$ cat config.mk
export PLATFORM = sky130hd
export DESIGN_NAME = gray_code_counter
export DESIGN_NICKNAME = d
export VERILOG_FILES = /design/src/rtl/gray_code_counter.sv
export SDC_FILE = /design/constraint.sdc
export NUM_CORES = 1
export LEC_CHECK = 0
export CORE_MARGIN = 10
export CORE_UTILIZATION = 42
export DETAILED_ROUTE_END_ITERATION = 12
export PLACE_DENSITY = 0.82
export SYNTH_ARGS = -nofsm -noshare
export SYNTH_HDL_FRONTEND = slang
export SYNTH_SLANG_ARGS = --single-unit
$ cat constraint.sdc
create_clock -name clk -period 1.8 [get_ports clk]
set_input_delay 0.18 -clock clk [delete_from_list [all_inputs] [get_ports clk]]
set_output_delay 0.18 -clock clk [all_outputs]
set_load 0.01 [all_outputs]
$ cat src/rtl/gray_code_counter.sv
// Parametrised up/down counter with registered binary and Gray outputs.
// Ports:
//   clk, rst_n          clock, asynchronous active-low reset
//   enable, up          step request and direction (load wins over enable)
//   load, load_gray     parallel load, load_data taken as Gray when load_gray=1
//   load_data [W]       value to load
//   select              0 = out is binary, 1 = out is Gray
//   out [W]             registered count in the selected encoding
//   count_bin [W]       registered count, always binary
//   wrap                one-cycle pulse when a count step crosses max<->0
module gray_code_counter #(
   parameter int               WIDTH       = 4,
   parameter logic [WIDTH-1:0] RESET_VALUE = '0
) (
   input  logic             clk,
   input  logic             rst_n,
   input  logic             enable,
   input  logic             up,
   input  logic             load,
   input  logic             load_gray,
   input  logic [WIDTH-1:0] load_data,
   input  logic             select,
   output logic [WIDTH-1:0] out,
   output logic [WIDTH-1:0] count_bin,
   output logic             wrap
);

   logic [WIDTH-1:0] cnt_q;
   logic [WIDTH-1:0] cnt_d;
   logic [WIDTH-1:0] out_q;
   logic [WIDTH-1:0] out_d;
   logic             wrap_q;
   logic             wrap_d;

   // Gray to binary: prefix XOR from the MSB down.
   function automatic logic [WIDTH-1:0] g2b(
      input logic [WIDTH-1:0] g
   );
      logic [WIDTH-1:0] b;
      b = '0;
      b[WIDTH-1] = g[WIDTH-1];
      for (int i = WIDTH - 2; i >= 0; i--) begin
         b[i] = b[i+1] ^ g[i];
      end
      return b;
   endfunction

   always_comb begin
      cnt_d  = cnt_q;
      wrap_d = 1'b0;
      unique casez ({load, enable})
         2'b1?: begin
            cnt_d = load_gray ? g2b(load_data) : load_data;
         end
         2'b01: begin
            if (up) begin
               cnt_d  = cnt_q + WIDTH'(1);
               wrap_d = (cnt_q == '1);
            end else begin
               cnt_d  = cnt_q - WIDTH'(1);
               wrap_d = (cnt_q == '0);
            end
         end
         default: begin
            cnt_d = cnt_q;
         end
      endcase
      // Encoding follows the next count so out and count_bin stay aligned.
      out_d = select ? (cnt_d ^ (cnt_d >> 1)) : cnt_d;
   end

   // Reset leaves out in binary form; select takes effect on the next edge.
   always_ff @(posedge clk or negedge rst_n) begin
      if (!rst_n) begin
         cnt_q  <= RESET_VALUE;
         out_q  <= RESET_VALUE;
         wrap_q <= 1'b0;
      end else begin
         cnt_q  <= cnt_d;
         out_q  <= out_d;
         wrap_q <= wrap_d;
      end
   end

   assign out       = out_q;
   assign count_bin = cnt_q;
   assign wrap      = wrap_q;

endmodule

==> key figures, run 1 <==
Yosys
  • Number of enable-type register cells in the synthesized netlist: 0
  • Flop and latch count out of synthesis: 8
  • Main area contributors after synthesis: sky130_fd_sc_hd__dfrtp_1, sky130_fd_sc_hd__xnor2_1, sky130_fd_sc_hd__xor2_1
  • Share of Yosys cell area claimed by the top area cell type: 0.350
  • Post-synth design cell area: 572 um2
  • Syn. warnings: 0
  • Post-Syn Nets: ~70
  • Cell count after synthesis: 55
  • Fraction of the yosys area taken by sequential cells: 0.350
  • Post-synthesis cell type count: 29
  • Mean post-synth cell area: 10.4 um2
  • Post-synthesis cell type with the largest combined area: sky130_fd_sc_hd__dfrtp_1
  • Top flip-flop cell by instance count after synthesis: sky130_fd_sc_hd__dfrtp_1
  • Synth async-reset ratio: 1.00

Timing
  • Fin. max-slew vios: 0
  • Slew at the pin closest to its max-slew limit: between 0.3 and 0.4 ns
  • Max Freq: 567 MHz
  • Fin crit period: between 1.5 and 2 ns
  • Headroom to the max-slew limit: 0.748
  • Worst Skew: 0.00281 ns
  • Final hold violations: 0
  • Final Cycle Share: 0.980
  • Final number of setup-violating endpoints: 0

Detailed routing
  • Number of nets with antenna violations after detailed routing: 0
  • Routed WL per cell: roughly 15 um
  • Count of unresolved DRC violations after routing: 0
  • Number of vias after detailed routing: 504
  • DRT Pass-1 Iters: 6
  • Total wire length: 1420 um
  • Iteration-0 DRC Markers: 12
  • Average vias per placed instance: about 5.3

Clock network
  • Clk Latency, worst-skew pair: 0.25 ns
  • Maximum buffer depth of the clock tree: 2
  • Sinks on the clock net: 8
  • H-Tree Depth: 1
  • Post-CTS Hold Fix Bufs: 0
  • Clock-pin transition on the worst setup and hold timing paths: approximately 0.060 ns
  • Root buffer cell: sky130_fd_sc_hd__clkbuf_4
  • CTS tree: yes
  • Inserted Clock Buffers: 3

Final layout
  • Final non-filler cell total: 95
  • Seq. cell area: 201 um2
  • Multi-input combinational cell area: ~380 um2
  • Filler cells: ~110
  • Antenna cells: 0
  • Layout cells sized above 1: 0.275
  • Final core occ: 0.680
  • Area growth, synth to finish: 52.7%
  • Number of nets in the layout: 96

Placement
  • Placed insts: 91
  • Half-perimeter wire length after placement: about 1100 um
  • Count of port buffers added during placement: 19
  • Routability congestion estimate: between 0.7 and 0.8

Floorplanning
  • Overall die width: ~57 um
  • Overall die height: between 50 and 60 um
  • Number of I/O pins: 20
  • # rows: 13
  • Floorplan die area: 3240 um2
  • Core Box Area: around 1300 um2
  • Starting Density: 0.445

Pwr
  • P_leak: 0.383 nW
  • Total power per unit cell area: approximately 840 nW/um2
  • Max rail drop VDD: between 300 and 400 uV

Setup path
  • CP Data Arrival Time: about 1.9 ns
  • Maximum net fanout on the critical path: 5
  • Capturing element type of the critical path: flip-flop
  • Setup Crit Path Kind: flip-flop to flip-flop
  • Required time worst endpoint: 1.93 ns
  • Type of origin of the critical path: flip-flop

GRT
  • Maximum number of pins on one net before global-route repair: 9
  • Global route overflow: 0
  • Vias in the first global route: around 500
  • Tot GR Track Use: 0.0836
  • Wire length of the first global-routing pass: 2180 um
  • Number of antenna violations at the first check in global routing: 0

Run status
  • Run status: completed

Worst hold path
  • Path class of the lowest-slack min-delay path: input port to asynchronous set/reset pin

Job
  • Max-cap violations: 0
worst max-delay path, stage by stage, from the launching register on:
cell and delay [ns]:
sky130_fd_sc_hd__dfrtp_2 0.44, sky130_fd_sc_hd__inv_2 0.09, sky130_fd_sc_hd__fa_2 0.41, sky130_fd_sc_hd__nand2b_1 0.15, sky130_fd_sc_hd__o211a_1 0.16, sky130_fd_sc_hd__a31oi_4 0.18
sky130_fd_sc_hd__nand2_1 0.09, sky130_fd_sc_hd__xnor2_1 0.13
timing repair:
| action | 4_1_cts | 5_1_grt |
|---|---|---|
| endpoints found under the setup margin | 2 | 3 |
| pin swaps | 1 | 6 |
| endpoints found under the hold margin | 0 | 0 |
| gates resized for setup | 3 | 9 |
| setup buffers | 0 | 1 |
Yosys cell counts, types with 2 or more instances:
master and n:
sky130_fd_sc_hd__ha_1 2, sky130_fd_sc_hd__xor2_1 3, sky130_fd_sc_hd__and3_1 2, sky130_fd_sc_hd__xnor2_1 3
sky130_fd_sc_hd__nor2b_1 2, sky130_fd_sc_hd__nand2b_1 2, sky130_fd_sc_hd__nand3_1 2, sky130_fd_sc_hd__inv_1 5
sky130_fd_sc_hd__nand2_1 4, sky130_fd_sc_hd__o21ai_0 2, sky130_fd_sc_hd__dfrtp_1 8, sky130_fd_sc_hd__a21oi_1 3
per-layer routing:
metal  track usage  vias up  part of all wire
li1              -      239                 -
met1        0.0820      240              0.38
met2         0.141       23              0.53
met3        0.0360        2             0.071
met4        0.0503        0             0.015
met5             0        -                 0
final timing paths:
| check | from | endpoint | slack [ns] | depth (start not counted) |
|---|---|---|---|---|
| setup / recovery | count_bin[1]$_DFF_PN0_ | out[0]$_DFF_PN0_ | 0.04 | 7 |
| hold / removal | rst_n | out[2]$_DFF_PN0_ | 0.21 | 1 |
| setup reg to reg | count_bin[1]$_DFF_PN0_ | out[0]$_DFF_PN0_ | 0.04 | 7 |
| hold reg to reg | count_bin[3]$_DFF_PN0_ | count_bin[3]$_DFF_PN0_ | 0.80 | 2 |
| max in group asynchronous | rst_n | count_bin[1]$_DFF_PN0_ | 1.30 | 1 |
| min in group clk | select | out[1]$_DFF_PN0_ | 0.57 | 3 |
cells in the final DEF (no fill, tap or decap), drive strengths merged:
cell type / count
or2: 1
and4: 1
nor4: 1
or4: 1
nand2: 5
xor2: 4
o211a: 1
a211oi: 2
and3: 2
a21oi: 4
nor2: 1
nor2b: 2
a221oi: 1
nand3: 2
inv: 5
o21ai: 2
xor3: 1
dlymetal6s2s: 1
a31oi: 1
buf: 5
fa: 1
clkbuf: 3
dfrtp: 8
xnor2: 3
ha: 2
nand2b: 2
clkdlybuf4s50: 18
final cells by class:
| cell class | count | share of cell area |
|---|---|---|
| Inverter | 5 | 0.0215 |
| Multi-Input combinational cell | 40 | 0.433 |
| Sequential cell | 8 | 0.231 |
| Clock buffer | 3 | 0.0258 |
| Tap cell | 15 | 0.0215 |
| Timing Repair Buffer | 24 | 0.268 |
where the power goes:
part           leakage (nW)  internal (mW)  switching [mW]
Clock                0.0138         0.0766          0.0646
Combinational         0.276          0.198           0.153
Sequential           0.0931          0.216          0.0235
sequential cells by signal (all words and copies together), names as in the netlist:
name	flops
count_bin	4
out	3
wrap	1
stage by stage:
| step | total power, mW | cell area, um2 | TNS [ns] | hold slack [ns] | setup slack, ns |
|---|---|---|---|---|---|
| floorplan | 0.403 | 572 | 0 | -0.116 | 0.0974 |
| global placement | 0.544 | 798 | -0.903 | 0.481 | -0.290 |
| detailed placement | 0.551 | 798 | -0.929 | 0.488 | -0.269 |
| CTS | 0.701 | 837 | 0 | 0.220 | 0.00225 |
| global route | 0.768 | 873 | -0.000563 | 0.239 | -0.000563 |
| finish | 0.731 | 873 | 0 | 0.210 | 0.0366 |
cell families (layout without fill, tap and decap cells):
group / after synthesis / after routing / share of synthesized area
xor+xnor: 8 / 8 / 0.162
compound gates: 11 / 11 / 0.177
flops: 8 / 8 / 0.350
fa+ha+maj: 3 / 3 / 0.0788
buf+inv: 7 / 32 / 0.0547
simple gates: 18 / 18 / 0.177
Note: power is estimated with default switching activity, not from simulation.
==> inputs of run 2 (changes only) <==
--- a/config.mk
+++ b/config.mk
@@ -5,7 +5,7 @@
 export SDC_FILE = /design/constraint.sdc
 export NUM_CORES = 1
 export LEC_CHECK = 0
-export CORE_MARGIN = 10
+export CORE_MARGIN = 3
 export CORE_UTILIZATION = 42
 export DETAILED_ROUTE_END_ITERATION = 12
 export PLACE_DENSITY = 0.82
==> run 2 against run 1 <==
  * Cell count grew 2.1%
  * Clock power shrank 4%
  * Via count grew 5.2%
  * Register-to-register slack is essentially flat
  * Global-route usage grew 6.4 points
  * Maximum frequency is essentially flat
  * First-iteration DRC count grew 92%
  * Critical path type unchanged
  * Critical endpoint unchanged
==> key figures, run 2 (same netlist as run 1, synthesis figures left out) <==
Detailed routing
  • Number of vias after detailed routing: 530 (was 504)
  • Count of unresolved DRC violations after routing: 0 (unchanged)
  • Number of nets with antenna violations after detailed routing: 0 (unchanged)
  • DRT Pass-1 Iters: 4 (was 6)
  • Iteration-0 DRC Markers: 23 (was 12)
  • Routed WL per cell: 14.0 um (was 15.0 um)
  • Total wire length: 1360 um (was 1420 um)
  • Average vias per placed instance: 5.46 (was 5.31)

Clock network
  • Inserted Clock Buffers: 3 (unchanged)
  • Post-CTS Hold Fix Bufs: 0 (unchanged)
  • Clk Latency, worst-skew pair: 0.25 ns (about the same)
  • Sinks on the clock net: 8 (unchanged)
  • Maximum buffer depth of the clock tree: 2 (unchanged)
  • Clock-pin transition on the worst setup and hold timing paths: 0.05 ns (was 0.06 ns)
  • Root buffer cell: sky130_fd_sc_hd__clkbuf_4 (unchanged)
  • CTS tree: yes (unchanged)
  • H-Tree Depth: 1 (unchanged)

Setup path
  • Maximum net fanout on the critical path: 5 (unchanged)
  • CP Data Arrival Time: 1.90 ns (about the same)
  • Required time worst endpoint: 1.94 ns (was 1.93 ns)
  • Capturing element type of the critical path: flip-flop (unchanged)
  • Setup Crit Path Kind: flip-flop to flip-flop (unchanged)
  • Reg2Reg Depth: 7 (unchanged)
  • Type of origin of the critical path: flip-flop (unchanged)

Timing
  • Slew at the pin closest to its max-slew limit: 0.367 ns (was 0.377 ns)
  • RSZ-0062 raised after global routing: true
  • Max Freq: 567 MHz (about the same)
  • Hold WS: 0.204 ns (was 0.210 ns)
  • Headroom to the max-slew limit: 0.754 (was 0.748)
  • Fin. max-slew vios: 0 (unchanged)
  • Final number of setup-violating endpoints: 0 (unchanged)
  • Final hold violations: 0 (unchanged)
  • Final Cycle Share: 0.980 (about the same)
  • Worst Skew: 0.00125 ns (was 0.00281 ns)
  • Fin crit period: 1.76 ns (about the same)
  • Worst setup slack after layout: 0.0355 ns (was 0.0366 ns)

Final layout
  • Final Cell Area: 880 um2 (was 873 um2)
  • Commonest cells after routing, fill and taps aside: sky130_fd_sc_hd__clkdlybuf4s50_1, sky130_fd_sc_hd__dfrtp_1, sky130_fd_sc_hd__buf_4, sky130_fd_sc_hd__inv_1, sky130_fd_sc_hd__nand2_1 (was sky130_fd_sc_hd__clkdlybuf4s50_1, sky130_fd_sc_hd__dfrtp_1, sky130_fd_sc_hd__nand2_1, sky130_fd_sc_hd__buf_4)
  • Final non-filler cell total: 97 (was 95)
  • Antenna cells: 0 (unchanged)
  • Number of flip-flops under the largest register name: 4 (unchanged)
  • Most common library cell in the layout ignoring fill and taps: sky130_fd_sc_hd__clkdlybuf4s50_1 (unchanged)
  • Number of nets in the layout: 99 (was 96)
  • Layout cells sized above 1: 0.253 (was 0.275)
  • Area growth, synth to finish: 53.8% (was 52.7%)

Pwr
  • Max rail drop VDD: 409 uV (was 374 uV)
  • Total power per unit cell area: 825 nW/um2 (was 837 nW/um2)
  • P_leak: 0.394 nW (was 0.383 nW)
  • Design Power: 726 uW (was 731 uW)

Floorplanning
  • Overall die width: 42.9 um (was 56.9 um)
  • # rows: 12 (was 13)
  • Floorplan die area: 1840 um2 (was 3240 um2)
  • Core Box Area: 1190 um2 (was 1280 um2)
  • Number of I/O pins: 20 (unchanged)
  • Starting Density: 0.482 (was 0.445)
  • Overall die height: 42.9 um (was 56.9 um)

GRT
  • Tot GR Track Use: 0.148 (was 0.0836)
  • Vias in the first global route: 448 (was 512)
  • Number of antenna violations at the first check in global routing: 0 (unchanged)
  • Wire length of the first global-routing pass: 1890 um (was 2180 um)
  • Global route overflow: 0 (unchanged)
  • Maximum number of pins on one net before global-route repair: 9 (unchanged)

Placement
  • Routability congestion estimate: 0.760 (was 0.786)
  • Count of port buffers added during placement: 19 (unchanged)
  • Placed standard-cell area: 797 um2 (was 798 um2)
  • Placed insts: 90 (was 91)
  • DP Worst Slack: -0.293 ns (was -0.269 ns)
  • Half-perimeter wire length after placement: 959 um (was 1080 um)

Run status
  • Run status: completed (unchanged)

Worst hold path
  • Path class of the lowest-slack min-delay path: input port to asynchronous set/reset pin (unchanged)

Job
  • Max-cap violations: 0 (unchanged)
==> run 2: per-stage QoR <==
step,TNS (ns),utilization
2_1_floorplan,0,-
3_3_place_gp,-0.931,0.672
3_5_place_dp,-1.00,0.672
4_1_cts,0,0.694
5_1_grt,-0.168,0.742
6_report,0,0.742
==> run 2: path summary, 6_finish.rpt <==
path	start	to	slack (ns)
max	count_bin[1]$_DFF_PN0_	out[0]$_DFF_PN0_	0.04
min	rst_n	wrap$_DFF_PN0_	0.20
max reg2reg	count_bin[1]$_DFF_PN0_	out[0]$_DFF_PN0_	0.04
min reg2reg	count_bin[1]$_DFF_PN0_	wrap$_DFF_PN0_	0.79
max in group asynchronous	rst_n	count_bin[0]$_DFF_PN0_	1.33
min in group clk	select	out[1]$_DFF_PN0_	0.54
==> run 2: layer usage <==
metal	GRT usage	routed length [um]	vias up
met5	0	0	-
met4	0.0932	43	0
met3	0.0636	109	7
met2	0.243	685	31
met1	0.152	523	245
li1	-	-	247
==> run 2: what timing repair did <==
item	CTS	global route
endpoints found under the setup margin	1	3
gates resized for setup	1	6
pin swaps	0	4
setup buffers	0	4
==> run 2: report_power, final <==
part | internal [mW] | leakage (nW) | switching, mW | total [mW]
clock network | 0.0762 | 0.0138 | 0.0600 | 0.136
logic | 0.198 | 0.286 | 0.152 | 0.350
registers | 0.216 | 0.0940 | 0.0240 | 0.240
==> run 2: layout make-up <==
cell class / count / area (um2)
multi-input combinational: 40 / 368
fill: 92 / 307
timing repair buffer: 27 / 253
sequential: 8 / 200
clock buffer: 3 / 22.5
inverter: 5 / 18.8
tap: 14 / 17.5
==> run 2: critical path: stages (launching register included) <==
cell and delay, ns:
sky130_fd_sc_hd__dfrtp_1 0.43, sky130_fd_sc_hd__inv_1 0.11, sky130_fd_sc_hd__fa_1 0.41, sky130_fd_sc_hd__nand2b_1 0.15, sky130_fd_sc_hd__o211a_1 0.16, sky130_fd_sc_hd__a31oi_4 0.18, sky130_fd_sc_hd__nand2_1 0.09, sky130_fd_sc_hd__xnor2_1 0.12
==> inputs of run 3 (changes only) <==
--- a/config.mk
+++ b/config.mk
@@ -6,9 +6,9 @@
 export NUM_CORES = 1
 export LEC_CHECK = 0
 export CORE_MARGIN = 3
-export CORE_UTILIZATION = 42
+export CORE_UTILIZATION = 38
 export DETAILED_ROUTE_END_ITERATION = 12
-export PLACE_DENSITY = 0.82
+export PLACE_DENSITY = 0.69
 export SYNTH_ARGS = -nofsm -noshare
 export SYNTH_HDL_FRONTEND = slang
 export SYNTH_SLANG_ARGS = --single-unit
==> run 3 against run 2 <==
  * Maximum frequency increased by 3.2%
  * Register-to-register slack gained 0.05 ns
  * Worst setup slack better by 0.054 ns
  * Routed wire length shrank 15%
  * First-iteration DRC count shrank 91%
  * Count of clock-buffer cells in the layout is the same
  * Via count down 7.9%
  * Sequential share of layout area is 0.61 points higher
  * Global-route usage shrank 1.5 points
  * Non-clock buffer count fell by 2
  * Combinational power decreased by 5%
  * Critical path type unchanged
  * Critical endpoint unchanged
  * Highest routed layer is now met3
==> key figures, run 3 (same netlist as run 1, synthesis figures left out) <==
Run status
  • Run status: completed (unchanged)

Placement
  • Half-perimeter wire length after placement: 922 um (was 959 um)
  • Placed standard-cell area: 806 um2 (was 797 um2)
  • DP Worst Slack: -0.286 ns (was -0.293 ns)
  • Placed insts: 92 (was 90)
  • Count of port buffers added during placement: 19 (unchanged)
  • Routability congestion estimate: 0.731 (was 0.760)

Final layout
  • Number of nets in the layout: 97 (was 99)
  • Final non-filler cell total: 96 (was 97)
  • Final Cell Area: 862 um2 (was 880 um2)
  • Area growth, synth to finish: 50.8% (was 53.8%)
  • Filler cells: 107 (was 92)
  • Most common library cell in the layout ignoring fill and taps: sky130_fd_sc_hd__clkdlybuf4s50_1 (unchanged)
  • Number of flip-flops under the largest register name: 4 (unchanged)
  • Seq. cell area: 201 um2 (was 200 um2)
  • Antenna cells: 0 (unchanged)
  • Layout cells sized above 1: 0.247 (was 0.253)
  • Commonest cells after routing, fill and taps aside: sky130_fd_sc_hd__clkdlybuf4s50_1, sky130_fd_sc_hd__dfrtp_1, sky130_fd_sc_hd__buf_4, sky130_fd_sc_hd__inv_1 (was sky130_fd_sc_hd__clkdlybuf4s50_1, sky130_fd_sc_hd__dfrtp_1, sky130_fd_sc_hd__buf_4, sky130_fd_sc_hd__inv_1, sky130_fd_sc_hd__nand2_1)
  • Multi-input combinational cell area: 363 um2 (was 368 um2)

Detailed routing
  • Routed WL per cell: 12.0 um (was 14.0 um)
  • DRT Pass-1 Iters: 2 (was 4)
  • Count of unresolved DRC violations after routing: 0 (unchanged)
  • Number of vias after detailed routing: 488 (was 530)
  • Average vias per placed instance: 5.08 (was 5.46)
  • Number of nets with antenna violations after detailed routing: 0 (unchanged)
  • Iteration-0 DRC Markers: 2 (was 23)
  • Total wire length: 1160 um (was 1360 um)

Timing
  • Worst Skew: 0.00227 ns (was 0.00125 ns)
  • RSZ-0062 raised after global routing: false (was true)
  • Fin. max-slew vios: 0 (unchanged)
  • Worst setup slack after layout: 0.0895 ns (was 0.0355 ns)
  • Final number of setup-violating endpoints: 0 (unchanged)
  • Headroom to the max-slew limit: 0.735 (was 0.754)
  • Slew at the pin closest to its max-slew limit: 0.393 ns (was 0.367 ns)
  • Final hold violations: 0 (unchanged)
  • Fin crit period: 1.71 ns (was 1.76 ns)
  • Final Cycle Share: 0.950 (was 0.980)
  • Max Freq: 585 MHz (was 567 MHz)

Setup path
  • CP Data Arrival Time: 1.84 ns (was 1.90 ns)
  • Capturing element type of the critical path: flip-flop (unchanged)
  • Setup Crit Path Kind: flip-flop to flip-flop (unchanged)
  • Required time worst endpoint: 1.93 ns (was 1.94 ns)
  • Type of origin of the critical path: flip-flop (unchanged)
  • Cell-by-cell listing of the critical path: inv_1, fa_1, nand2b_1, o211a_1, a31oi_4, nand2_2, xnor2_1 (was inv_1, fa_1, nand2b_1, o211a_1, a31oi_4, nand2_1, xnor2_1)
  • Setup slack, reg-to-reg: 0.09 ns (was 0.04 ns)
  • Maximum net fanout on the critical path: 3 (was 5)
  • Slowest stage cell, crit path: sky130_fd_sc_hd__dfrtp_2 (was sky130_fd_sc_hd__dfrtp_1)
  • Slowest stage delay, CP: 0.42 ns (was 0.43 ns)

GRT
  • Number of antenna violations at the first check in global routing: 0 (unchanged)
  • Tot GR Track Use: 0.133 (was 0.148)
  • Global route overflow: 0 (unchanged)
  • Wire length of the first global-routing pass: 1960 um (was 1890 um)
  • Maximum number of pins on one net before global-route repair: 9 (unchanged)
  • Vias in the first global route: 490 (was 448)

Pwr
  • Max rail drop VDD: 309 uV (was 409 uV)
  • Total power per unit cell area: 809 nW/um2 (was 825 nW/um2)
  • P_leak: 0.382 nW (was 0.394 nW)

Clock network
  • H-Tree Depth: 1 (unchanged)
  • Clk Latency, worst-skew pair: 0.24 ns (was 0.25 ns)
  • Root buffer cell: sky130_fd_sc_hd__clkbuf_4 (unchanged)
  • Clock-pin transition on the worst setup and hold timing paths: 0.05 ns (about the same)
  • Maximum buffer depth of the clock tree: 2 (unchanged)
  • Sinks on the clock net: 8 (unchanged)
  • CTS tree: yes (unchanged)
  • Inserted Clock Buffers: 3 (unchanged)

Floorplanning
  • Overall die width: 44.8 um (was 42.9 um)
  • Number of I/O pins: 20 (unchanged)
  • Floorplan die area: 2010 um2 (was 1840 um2)
  • Core Box Area: 1350 um2 (was 1190 um2)
  • # rows: 13 (was 12)
  • Overall die height: 44.8 um (was 42.9 um)
  • Starting Density: 0.424 (was 0.482)

Job
  • Max-cap violations: 0 (unchanged)

Worst hold path
  • Path class of the lowest-slack min-delay path: input port to asynchronous set/reset pin (unchanged)
==> run 3: power by group <==
part | internal [mW] | leakage, nW | switching, mW
combinational | 0.188 | 0.275 | 0.145
sequential | 0.216 | 0.0931 | 0.0194
clock | 0.0757 | 0.0138 | 0.0529
total | 0.480 | 0.382 | 0.217
==> run 3: cell type report <==
class                      instances  area share
clock buffer                       3      0.0261
sequential                         8       0.234
inverter                           5      0.0218
timing repair buffer              25       0.276
multi-input combinational         40       0.421
tap                               15      0.0218
==> run 3: routing by layer <==
layer	GRT usage	part of all wire	up-vias
met4	0.0526	0	0
li1	-	-	246
met2	0.226	0.50	18
met3	0.0398	0.066	0
met1	0.157	0.43	224
met5	0	0	-
==> run 3: final timing paths <==
kind / from / cells after the start / end
hold reg to reg: count_bin[3]$_DFF_PN0_ / 2 / count_bin[3]$_DFF_PN0_
setup / recovery: count_bin[1]$_DFF_PN0_ / 7 / out[0]$_DFF_PN0_
min in group clk: select / 3 / out[0]$_DFF_PN0_
max in group asynchronous: rst_n / 1 / count_bin[1]$_DFF_PN0_
hold / removal: rst_n / 1 / count_bin[3]$_DFF_PN0_
setup reg to reg: count_bin[1]$_DFF_PN0_ / 7 / out[0]$_DFF_PN0_
==> run 3: through the flow <==
step	setup TNS, ns	hold WS (ns)	utilization	power [mW]
3_5_place_dp	-0.996	0.483	0.597	0.550
4_1_cts	0	0.214	0.628	0.699
5_1_grt	0	0.218	0.639	0.751
3_3_place_gp	-1.11	0.479	0.597	0.547
2_1_floorplan	0	-0.116	-	0.403
6_report	0	0.205	0.639	0.697
==> run 3: what timing repair did <==
action / 4_1_cts / 5_1_grt
hold buffers: 0 / 0
gates resized for setup: 3 / 5
setup buffers: 0 / 1
setup endpoints to repair: 2 / 4
pin swaps: 0 / 2
cloned: 0 / 0
hold endpoints to repair: 0 / 0
==> run 3: critical path, delay by kind of cell, from the launching register on <==
kind	cells	cell delay [ns]
buf+inv	1	0.09
xor+xnor	1	0.12
fa+ha+maj	1	0.39
flops	1	0.42
simple gates	2	0.22
compound gates	2	0.36
